===== src/rtl/rtc_bus_arbiter.sv =====
// Two-channel request/grant arbiter for the shared 8-bit RTC bus.
// Round-robin on ties, one-cycle turnaround gap, watchdog-forced release.
module rtc_bus_arbiter #(
    parameter int TMO_W   = 8,
    parameter int TMO_MAX = 200
) (
    input  logic       clk,
    input  logic       reset,
    input  logic       req0,
    input  logic       req1,
    input  logic       done0,
    input  logic       done1,
    input  logic [7:0] data0,
    input  logic [7:0] data1,
    output logic       gnt0,
    output logic       gnt1,
    output logic [7:0] bus_out,
    output logic       busy,
    output logic       timeout
);

    typedef enum logic [1:0] {
        IDLE = 2'd0,
        OWN0 = 2'd1,
        OWN1 = 2'd2,
        GAP  = 2'd3
    } state_t;

    localparam logic [TMO_W-1:0] WD_LAST = TMO_W'(TMO_MAX - 1);
    localparam logic [TMO_W-1:0] WD_ONE  = TMO_W'(1);

    state_t           state, state_nx;
    logic [TMO_W-1:0] wd, wd_nx;
    logic             last_owner, last_owner_nx;
    logic             gnt0_nx, gnt1_nx, timeout_nx;
    logic [7:0]       bus_nx;

    logic [1:0]       req_v, done_v;
    logic [1:0][7:0]  data_v;
    logic             own;
    logic             own_req, own_done, wd_exp;
    logic [7:0]       own_data;

    assign req_v    = {req1, req0};
    assign done_v   = {done1, done0};
    assign data_v   = {data1, data0};

    // Channel index of the current owner; only meaningful in OWN0/OWN1.
    assign own      = (state == OWN1);
    assign own_req  = req_v[own];
    assign own_done = done_v[own];
    assign own_data = data_v[own];
    assign wd_exp   = (wd == WD_LAST);

    assign busy     = (state != IDLE);

    always_comb begin
        state_nx      = state;
        wd_nx         = wd;
        last_owner_nx = last_owner;
        gnt0_nx       = 1'b0;
        gnt1_nx       = 1'b0;
        bus_nx        = 8'h00;
        timeout_nx    = 1'b0;
        case (state)
            IDLE: begin
                // On a tie, the channel that did not own the bus last wins.
                if (req0 && (!req1 || last_owner)) begin
                    state_nx      = OWN0;
                    gnt0_nx       = 1'b1;
                    last_owner_nx = 1'b0;
                    wd_nx         = '0;
                end else if (req1) begin
                    state_nx      = OWN1;
                    gnt1_nx       = 1'b1;
                    last_owner_nx = 1'b1;
                    wd_nx         = '0;
                end
            end
            OWN0, OWN1: begin
                if (own_done || !own_req || wd_exp) begin
                    state_nx   = GAP;
                    timeout_nx = !own_done && own_req;
                end else begin
                    gnt0_nx = !own;
                    gnt1_nx = own;
                    bus_nx  = own_data;
                    wd_nx   = wd + WD_ONE;
                end
            end
            GAP:     state_nx = IDLE;
            default: state_nx = IDLE;
        endcase
    end

    always_ff @(posedge clk or posedge reset) begin
        if (reset) begin
            state      <= IDLE;
            wd         <= '0;
            last_owner <= 1'b1;
            gnt0       <= 1'b0;
            gnt1       <= 1'b0;
            bus_out    <= 8'h00;
            timeout    <= 1'b0;
        end else begin
            state      <= state_nx;
            wd         <= wd_nx;
            last_owner <= last_owner_nx;
            gnt0       <= gnt0_nx;
            gnt1       <= gnt1_nx;
            bus_out    <= bus_nx;
            timeout    <= timeout_nx;
        end
    end

endmodule


===== config.mk =====
export PLATFORM = sky130hd
export DESIGN_NAME = rtc_bus_arbiter
export DESIGN_NICKNAME = d
export VERILOG_FILES = /design/src/rtl/rtc_bus_arbiter.sv
export SDC_FILE = /design/constraint.sdc
export NUM_CORES = 1
export LEC_CHECK = 0
export BUFFER_PORTS_ARGS = -buffer_cell sky130_fd_sc_hd__buf_4
export CAP_MARGIN = 15
export CORE_MARGIN = 2
export CORE_UTILIZATION = 40
export DETAILED_ROUTE_END_ITERATION = 7
export GPL_ROUTABILITY_DRIVEN = 0
export PLACE_DENSITY = 0.7
export SYNTH_ARGS = -nofsm -noshare
export SYNTH_HDL_FRONTEND = slang
export SYNTH_SLANG_ARGS = --single-unit

===== constraint.sdc =====
create_clock -name clk -period 2.4 [get_ports clk]
set_input_delay 0.24 -clock clk [delete_from_list [all_inputs] [get_ports clk]]
set_output_delay 0.24 -clock clk [all_outputs]
set_load 0.01 [all_outputs]

==> run summary <==
Number of fill cells - 246
Hold bufs inserted after CTS - 0
FFs w/ async S/R, synth - 1.00
IO buf count - 33
Die area - 3410 um^2
Post-synth EDFFs - 0
Die Height - 58.4 um
Final Skew - 0.00832 ns
Hold Path Class - in -> async
Setup TNS - 0 ns
Worst EP required - 2.61 ns
Antenna violations before repair - 0
F_max - 0.464 GHz
DR top layer - met4
Max-cap viol count - 0
Worst vdd ir - 0.778 mV
Post-Synth Simple-Gate Area - 0.197
Ratio of final minimum period to clock period - 0.897
Crit Path Class - reg -> reg
Dpl hpwl - 1.87 mm
Layout net count - 173
Synth area leader - dfrtp_1
Fraction of layout cells with a size suffix above 1 - 0.352
Routed wl met3 - 186 um
R2R depth - 7
Clock Path Buffers - 2
CTS tree - yes
Clock Latency Late Sink - 0.31 ns
Maximum fanout along the worst path - 14
Post-cts resize count - 0
Synth Cell Area - 1180 um^2
Routed wire length per instance - 13.7 um
Number of global-route vias before repair - 983
Arrival @ worst endpoint - 2.36 ns
Syn nets - 136
Max incr delay on CP - 0.46 ns
Yosys reg bits - 22
Critical R2R Capture - wd[3]
Post-synthesis mux area share - 0.0940
Synth area leaders - dfrtp_1 44%, mux2i_1 8.4%, ha_1 5.3%, nor2_1 3.8%, dfstp_2 2.2%
# DRC - 0
Post-layout minimum cycle time - 2.15 ns
Core Area - 2780 um^2
H-tree levels - 1
Final setup vio count - 0
Pwr Total - 1.75 mW
DRT Wirelength - 2.41 mm
Leakage power - 0.794 nW
Worst-path clk slew - 0.13 ns
Global-route wire length before repair - 4.36 mm
Seq/Total Area, Yosys - 0.466
Slew HR - 0.457
Die Wd - 58.4 um
Antenna Violating Nets Remaining - 0
DRT Pass-1 Iters - 4
Inserted Clock Buffers - 3
Largest family of logic cells by synthesized area - simple AND/OR/NAND/NOR gates
R2R Setup Slk - 0.25 ns
Hold Slack - 0.0758 ns
Area Overhead vs Synth - 28.3%
Avg Inst Size Synth - 10.9 um^2
FP Rows - 19
Drt via density - 5.38
Synth unique cells - 41
Final Hold Vio Count - 0
Initial Util - 0.426
Syn Inst Count - 109
Largest net degree at the start of global routing - 23
Synth Area in Compound Gates - 0.149
Via count - 946
Worst r2r src - state[0]
Gr usage total - 0.168
Critical path cell sequence - inv_1, ha_1, nand4bb_1, and2_4, nand2b_4, o211a_1, a211o_1
Setup crit start kind - flop
Ant diodes - 0
1st-iter DRT viols - 32
Pwr/cell area - 1150 nW/um^2
Yosys warns - 0
Gr ovfl total - 0
Critical path's top delay family - simple AND/OR/NAND/NOR gates
Post-CTS Setup Inserts - 0
Worst Setup SP - state[0]
Root Buffer - clkbuf_4
Crit-path slowest cell - ha_1
Met2 routed WL - 1.16 mm
Synth Flop Type - dfrtp_1
Share of the synthesized area in the top cell type - 0.444
CP endpoint kind - flop
Worst Setup EP - wd[3]
Worst-Margin Slew - 0.814 ns
Outcome - finished, final reports clean
Boundary Pins - 34
Met1 Wirelength - 1.04 mm
Slew Limit Fails - 0
Post-Synth XOR/XNOR Area - 0
Post-Synth Adder-Cell Area - 0.0528
WP depth - 7
RSZ-0062 raised after global routing - false
Buffers & Inverters on Critical Path - 1
Clk sink count - 22
synthesized netlist by cell type (all sizes together) (2+ instances only):
cell type / number
a211o: 2
a21boi: 2
a21oi: 3
a221o: 2
a31oi: 3
and2: 2
and3: 2
buf: 2
dfrtp: 21
ha: 5
inv: 8
mux2i: 10
nand2: 6
nand4b: 2
nor2: 12
nor3: 3
o21ai: 5
o22a: 2
worst min-delay path by stage:
stage          startpoint    endpoint  slack (ns)  cells after the start
2_1_floorplan       reset  bus_out[0]        0.23                      1
3_3_place_gp         req0  last_owner        0.43                      2
3_5_place_dp         req0  last_owner        0.43                      2
4_1_cts              req0  last_owner        0.08                      2
5_1_grt              req0  last_owner        0.08                      2
6_report            reset  bus_out[7]        0.08                      2
kinds of logic (layout without fill, tap and decap cells):
group / count (synthesis) / in the layout
flops: 22 / 22
mux: 11 / 11
fa+ha+maj: 5 / 5
simple gates: 37 / 37
buf+inv: 11 / 47
compound gates: 23 / 23
worst reg2reg max path, delay by kind of cell, from the launching register on:
family                     cells  cell delay (ns)
AOI/OAI and AO/OA              2             0.51
adders and majority gates      1             0.46
buffers and inverters          1             0.09
DFF                            1             0.40
and+or+nand+nor                3             0.59
sequential cells by signal (all words and copies together), names as in the netlist:
register    count
bus_out         8
wd              8
state           2
gnt0            1
gnt1            1
last_owner      1
timeout         1
cell type report:
| class | count | area [um^2] | share of cell area |
|---|---|---|---|
| clock buffers | 3 | 22.5 | 0.0148 |
| clock inverters | 1 | 30.0 | 0.0198 |
| inverters | 8 | 30.0 | 0.0198 |
| multi-input cells | 76 | 584 | 0.384 |
| flip-flops and latches | 22 | 552 | 0.363 |
| well taps | 31 | 38.8 | 0.0255 |
| repair buffers | 35 | 263 | 0.173 |
placed cells by master, fill, tap and decap left out, drive strengths merged, types with 3 or more instances in the layout:
master / instances
clkbuf: 3
nor3: 3
mux2i: 10
a21oi: 3
dfrtp: 21
a31oi: 3
nor2: 12
buf: 35
inv: 8
ha: 5
o21ai: 5
nand2: 6
layer usage:
| metal | vias up | track usage |
|---|---|---|
| met5 | - | 0 |
| met4 | 0 | 0.0764 |
| met1 | 440 | 0.206 |
| met2 | 38 | 0.287 |
| li1 | 466 | - |
| met3 | 2 | 0.0308 |
power by group:
part,leakage (nW),total [mW],internal (mW),switching (mW)
Sequential,0.286,0.585,0.494,0.0911
Combinational,0.480,0.878,0.417,0.460
Clock,0.0279,0.284,0.169,0.115
per-stage QoR:
step / std cells / util / setup WS (ns) / cell area (um^2)
2_1_floorplan: 109 / - / 0.550 / 1180
3_3_place_gp: 172 / 0.528 / 0.361 / 1470
3_5_place_dp: 172 / 0.528 / 0.268 / 1470
4_1_cts: 176 / 0.547 / 0.249 / 1520
5_1_grt: 176 / 0.547 / 0.0828 / 1520
6_report: 176 / 0.547 / 0.247 / 1520
(Power assumes the default switching activity.)
